===== src/rtl/soft_dec_pkg.sv =====
// rtl/soft_dec_pkg.sv - shared types and constants for the soft-decision decoder front end
//
// Contents:
//   OUT_W, FRAME_LEN       decoder soft-input width and codeword length
//   SOFT_MAX, SOFT_MIN     representable range of one decoder soft value
//   soft_t                 one decoder soft value
//   asm_state_t            frame assembler states
package soft_dec_pkg;

  localparam int OUT_W     = 6;
  localparam int FRAME_LEN = 8;
  localparam int SOFT_MAX  = 31;
  localparam int SOFT_MIN  = -32;

  typedef logic signed [OUT_W-1:0] soft_t;

  typedef enum logic [0:0] {
    COLLECT = 1'b0,
    HOLD    = 1'b1
  } asm_state_t;

endpackage


===== src/rtl/soft_quantizer.sv =====
// rtl/soft_quantizer.sv - combinational round-and-saturate of one wide soft sample
//
// Ports:
//   d         in   IN_W   signed wide soft sample
//   q         out  OUT_W  rounded, saturated soft value
//   sat_flag  out  1      clamping changed the rounded value
module soft_quantizer #(
  parameter int IN_W  = 8,
  parameter int OUT_W = 6,
  parameter int SHIFT = 2
) (
  input  logic signed [IN_W-1:0]  d,
  output logic signed [OUT_W-1:0] q,
  output logic                    sat_flag
);

  // One guard bit keeps the rounding offset from overflowing the sample.
  localparam int T_W = IN_W + 1;
  localparam logic signed [T_W-1:0] RND   = T_W'(2 ** (SHIFT - 1));
  localparam logic signed [T_W-1:0] T_MAX = T_W'((2 ** (OUT_W - 1)) - 1);
  localparam logic signed [T_W-1:0] T_MIN = T_W'(-(2 ** (OUT_W - 1)));

  logic signed [T_W-1:0] biased;
  logic signed [T_W-1:0] t;

  always_comb begin
    biased   = {d[IN_W-1], d} + RND;
    t        = biased >>> SHIFT;
    q        = t[OUT_W-1:0];
    sat_flag = 1'b0;
    if (t > T_MAX) begin
      q        = T_MAX[OUT_W-1:0];
      sat_flag = 1'b1;
    end else if (t < T_MIN) begin
      q        = T_MIN[OUT_W-1:0];
      sat_flag = 1'b1;
    end
  end

endmodule


===== src/rtl/soft_frame_assembler.sv =====
// rtl/soft_frame_assembler.sv - quantise serial soft samples and pack them into decoder frames
//
// Ports:
//   clk, rst_n     clock, asynchronous active-low reset
//   in_valid       in_data/in_sof valid
//   in_ready       a sample can be accepted this cycle
//   in_data        signed wide soft sample
//   in_sof         sample is index 0 of a new frame
//   frame_valid    frame_data holds a complete frame
//   frame_ready    downstream consumes the frame this cycle
//   frame_data     packed frame, r[k] at bits [k*OUT_W +: OUT_W], r[0] first received
//   sat_cnt        samples clipped by saturation (saturating)
//   drop_cnt       partial frames discarded by resync (saturating)
module soft_frame_assembler
  import soft_dec_pkg::*;
#(
  parameter int IN_W      = 8,
  parameter int OUT_W     = 6,
  parameter int SHIFT     = 2,
  parameter int FRAME_LEN = 8,
  parameter int CNT_W     = 16
) (
  input  logic                       clk,
  input  logic                       rst_n,
  input  logic                       in_valid,
  output logic                       in_ready,
  input  logic [IN_W-1:0]            in_data,
  input  logic                       in_sof,
  output logic                       frame_valid,
  input  logic                       frame_ready,
  output logic [FRAME_LEN*OUT_W-1:0] frame_data,
  output logic [CNT_W-1:0]           sat_cnt,
  output logic [CNT_W-1:0]           drop_cnt
);

  localparam int FW    = FRAME_LEN * OUT_W;
  localparam int IDX_W = (FRAME_LEN > 1) ? $clog2(FRAME_LEN) : 1;
  localparam logic [IDX_W-1:0] LAST = IDX_W'(FRAME_LEN - 1);

  localparam logic [0:0] S_COLLECT = 1'(COLLECT);
  localparam logic [0:0] S_HOLD    = 1'(HOLD);

  logic [0:0]       state_q, state_d;
  logic [IDX_W-1:0] idx_q, idx_d;
  logic [FW-1:0]    asm_q, asm_d;
  logic [FW-1:0]    out_q, out_d;
  logic             fv_q, fv_d;
  logic [CNT_W-1:0] sat_q, sat_d;
  logic [CNT_W-1:0] drop_q, drop_d;

  logic signed [OUT_W-1:0] q;
  logic                    sat_flag;
  logic                    accept;
  logic                    resync;
  logic                    complete;
  logic                    slot_free;
  logic                    load;
  logic [IDX_W-1:0]        wr_idx;

  soft_quantizer #(
    .IN_W (IN_W),
    .OUT_W(OUT_W),
    .SHIFT(SHIFT)
  ) u_quant (
    .d       (in_data),
    .q       (q),
    .sat_flag(sat_flag)
  );

  always_comb begin
    in_ready  = (state_q == S_COLLECT);
    accept    = in_valid && in_ready;
    resync    = accept && in_sof && (idx_q != '0);
    // A resync sample restarts the frame at slot 0.
    wr_idx    = resync ? '0 : idx_q;
    complete  = accept && (wr_idx == LAST);
    slot_free = !fv_q || frame_ready;

    asm_d = asm_q;
    if (accept) begin
      asm_d[wr_idx*OUT_W +: OUT_W] = q;
    end

    // In HOLD no sample is accepted, so asm_d is the held frame.
    load = (complete && slot_free) || ((state_q == S_HOLD) && frame_ready);

    state_d = state_q;
    idx_d   = idx_q;
    if (complete) begin
      idx_d   = '0;
      state_d = slot_free ? S_COLLECT : S_HOLD;
    end else if (accept) begin
      idx_d = wr_idx + IDX_W'(1);
    end else if ((state_q == S_HOLD) && frame_ready) begin
      state_d = S_COLLECT;
    end

    out_d = load ? asm_d : out_q;
    if (load) begin
      fv_d = 1'b1;
    end else if (frame_ready) begin
      fv_d = 1'b0;
    end else begin
      fv_d = fv_q;
    end

    sat_d = sat_q;
    if (accept && sat_flag && (sat_q != '1)) begin
      sat_d = sat_q + CNT_W'(1);
    end
    drop_d = drop_q;
    if (resync && (drop_q != '1)) begin
      drop_d = drop_q + CNT_W'(1);
    end
  end

  always_ff @(posedge clk or negedge rst_n) begin
    if (!rst_n) begin
      state_q <= S_COLLECT;
      idx_q   <= '0;
      asm_q   <= '0;
      out_q   <= '0;
      fv_q    <= 1'b0;
      sat_q   <= '0;
      drop_q  <= '0;
    end else begin
      state_q <= state_d;
      idx_q   <= idx_d;
      asm_q   <= asm_d;
      out_q   <= out_d;
      fv_q    <= fv_d;
      sat_q   <= sat_d;
      drop_q  <= drop_d;
    end
  end

  assign frame_valid = fv_q;
  assign frame_data  = out_q;
  assign sat_cnt     = sat_q;
  assign drop_cnt    = drop_q;

endmodule


===== config.mk =====
export PLATFORM = sky130hd
export DESIGN_NAME = soft_frame_assembler
export DESIGN_NICKNAME = d
export VERILOG_FILES = /design/src/rtl/soft_dec_pkg.sv /design/src/rtl/soft_quantizer.sv /design/src/rtl/soft_frame_assembler.sv
export SDC_FILE = /design/constraint.sdc
export NUM_CORES = 1
export LEC_CHECK = 0
export BUFFER_PORTS_ARGS = -buffer_cell sky130_fd_sc_hd__buf_2
export CAP_MARGIN = 15
export CORE_UTILIZATION = 55
export DETAILED_ROUTE_END_ITERATION = 10
export PLACE_DENSITY_LB_ADDON = 0.25
export SYNTH_ARGS = -nofsm -noshare
export SYNTH_HDL_FRONTEND = slang
export SYNTH_SLANG_ARGS = --single-unit

===== constraint.sdc =====
create_clock -name clk -period 16 [get_ports clk]
set_clock_uncertainty 0.2 [all_clocks]
set_input_delay 1.6 -clock clk [delete_from_list [all_inputs] [get_ports clk]]
set_output_delay 1.6 -clock clk [all_outputs]
set_load 0.03 [all_outputs]

==> results.yml <==
run_status:
  status: "complete, but fails checks"
  violations: "design-rule violations"
worst_setup_path:
  critical_path_class: "primary input to flop"
  cp-end-kind: "flop"
  critPathRequiredTime_ns: 16.10
  cpPeakStageDelay_ns: 0.91
  path_cells: "buf_2 > nand3b_4 > nand2_1 > inv_1 > ha_1 > fa_1 > and2b_1 > a211o_1 > nor3_1 > ha_1 > inv_1 > nor2_1 > o21ai_2 > a222oi_1 > mux2_2 > mux2_1"
  rr_worst_depth: 15
  cp.arrival_ns: 7.39
  cp.depth: 16
  slowest_stage: "a222oi_1"
  startpoint_type: "primary input"
  worst-path-buf-inv: 3
  cp_top_family: "compound AO/OA/AOI/OAI gates"
  crit_path_max_fanout: 17
finish:
  final_util_pct: 65.1
  area_growth_pct: 15.8
  drive_gt1_share_pct: 20.5
  stdcell_area_mm2: 0.00822
  diodes: 0
  nNetsFinal: 847
synthesis:
  ys_seq_elements: 133
  async_flop_share_pct: 100
  synth_cell_type_count: 83
  syn_area_mm2: 0.00709
  synth_top_area_share_pct: 46.9
  synthCells: 730
  ys_top_cells_by_area: "dfrtp_1 47%, nand2_1 5.1%, mux2_2 3.5%, nor2_1 3.4%, nand3_1 2.9%"
  syn_avg_cell_area_um2: 9.72
  synth_flop_cell: "dfrtp_1"
  synth_edf_count: 0
  ys_seq_area_share_pct: 46.9
  yosysTopAreaCell: "dfrtp_1"
  syn-num-nets: 756
  yosysWarningCount: 0
min_path:
  hold_class: "flop to flop"
  hold_path_depth: 2
clock_tree:
  cts.sinks: 133
  root_buffer: "clkbuf_16"
  cts_max_level: 4
  clkSlewWorstSetupHoldPaths_ns: 0.06
  cts_buffer_depth: 2
  numCtsBuffers: 17
  postCtsSetupBuffers: 0
  cts_hold_buffers: 0
  cts-resized-gates: 0
  cts_tree: "built"
  clk_latency_ns: 0.42
power_and_ir_drop:
  ir_worst_vdd_uv: 119
  power.density_mw_per_mm2: 187
  p_leak_nw: 3.92
floorplan:
  io_pins: 95
  die_area_mm2: 0.0134
  die_h_um: 116
  die_w_um: 116
  core_area_mm2: 0.0126
  start_util_pct: 56.2
  rows: 41
sta:
  final.min_clock_period_ns: 7.28
  relSlewSlack_pct: 24.7
  max_freq_ghz: 0.137
  setup_viol: 0
  period_share_pct: 45.5
  final.setup.tns_ns: 0
  hold_viol: 0
  slew_violations: 0
  rsz0062_at_grt: "no"
  worstMarginPinSlew_ns: 1.12
global_route:
  antenna_found_initial: 0
  grt_max_degree: 80
  grt_use_total_pct: 29.5
  grt_pass1_vias: 6006
  grt_pass1_wl_um: 30000
  gr-total-overflow: 0
place:
  place_area_mm2: 0.00769
  numPortBuffers: 93
  hpwl_um: 13500
  gp_congestion: 0.986
run:
  maxCapViolCount: 0
drt:
  drc_errors: 2
  vias_per_cell: 6.08
  drt_iter0_markers: 530
  vias: 6119
  wire_per_inst_um: 18.6
  drt_first_pass_iters: 8
  routed_wl_um: 18700
  ant_nets: 0
-- power by group --
group | internal [mW] | switching [mW] | leakage, nW
Combinational | 0.215 | 0.483 | 1.94
Clock | 0.196 | 0.147 | 0.249
Sequential | 0.443 | 0.0529 | 1.73
-- cells by family (layout without fill, tap and decap cells) --
group           after synthesis  count (layout)  synth area share [%]
compound gates              168             168                  17.5
xor+xnor                     31              31                  3.83
fa+ha+maj                    13              13                  2.40
buf+inv                      47             151                  2.91
flops                       133             133                  46.9
mux                          31              31                  4.78
simple gates                307             307                  21.7
-- registers in the layout (all words and copies together), names as in the netlist --
register	count
state_q	1
frame_data	48
idx_q	3
sat_cnt	16
asm_q	48
frame_valid	1
drop_cnt	16
-- cell usage after synthesis, types with 10 or more instances --
cell        n
a21oi_1    20
clkbuf_1   15
o211ai_1   14
nand3_1    41
mux2_2     22
nand2_1    96
xnor2_1    20
o21ai_0    22
a31oi_1    31
and2_1     10
ha_1       12
nor3_1     13
xor2_1     11
nor2_1     65
inv_1      20
dfrtp_1   133
nand4_1    16
nand2b_1   11
and3_1     12
-- per-layer routing --
layer  track usage [%]  part of all wire (%)
met4              13.4                   2.5
met3              4.76                   4.8
met1              39.3                    46
met5                 0                     0
met2              47.6                    47
-- worst register-to-register path: cells and delay by family (launching register included) --
kind,cells,cell delay (ns)
fa+ha+maj,3,1.31
flops,1,0.47
simple gates,5,1.53
compound gates,3,1.65
buf+inv,2,0.53
mux,2,0.72
-- cells in the final DEF, fill, tap and decap left out, types with 4 or more instances in the layout --
master      instances
ha_1               12
o21ai_1             4
a21oi_1            19
nand3_1            41
and2_1             10
o21ai_0            22
nor4_1              5
a22o_1              4
clkbuf_16          17
mux2i_1             8
or3_1               4
o31ai_1             8
nor3_1             13
o211ai_1           14
dfrtp_1           133
a211o_1             4
xnor2_1            20
o32ai_1             4
and4_1              6
clkinv_2            6
a211oi_1            4
a31oi_1            31
or2_1               4
buf_2              92
a21o_1              6
nand2b_1           11
and3_1             12
nand2_1            96
xor2_1             11
mux2_2             22
nand4_1            16
clkinvlp_4          4
buf_4               6
inv_1              20
nor2_1             65
-- cell type report --
class | instances | area, um2
repair buffers | 98 | 505
inverters | 21 | 78.8
well taps | 172 | 215
flip-flops and latches | 133 | 3330
clock inverters | 13 | 86.3
fillers | 1089 | 4400
clock buffers | 19 | 433
multi-input cells | 550 | 3570
-- final timing paths --
kind,startpoint,endpoint,slack [ns]
worst min register to register,asm_q[30],asm_q[30],0.26
worst max-delay path,in_valid,frame_data[3],8.72
worst min-delay path,asm_q[30],asm_q[30],0.26
worst max register to register,state_q,frame_data[3],9.47
max in group asynchronous,rst_n,asm_q[42],13.16
min in group asynchronous,rst_n,drop_cnt[10],1.01
-- through the flow --
step           hold slack, ns  cells  power (mW)  setup WS (ns)
6_report                0.261   1006        1.54           8.72
5_1_grt                 0.294   1006        1.63           8.43
4_1_cts                 0.267   1005        1.53           8.89
3_5_place_dp            0.254    973        1.19           8.48
3_3_place_gp            0.247    973        1.17           8.38
2_1_floorplan           0.232    730       0.991           9.91
Note: power is estimated with default switching activity, not from simulation.
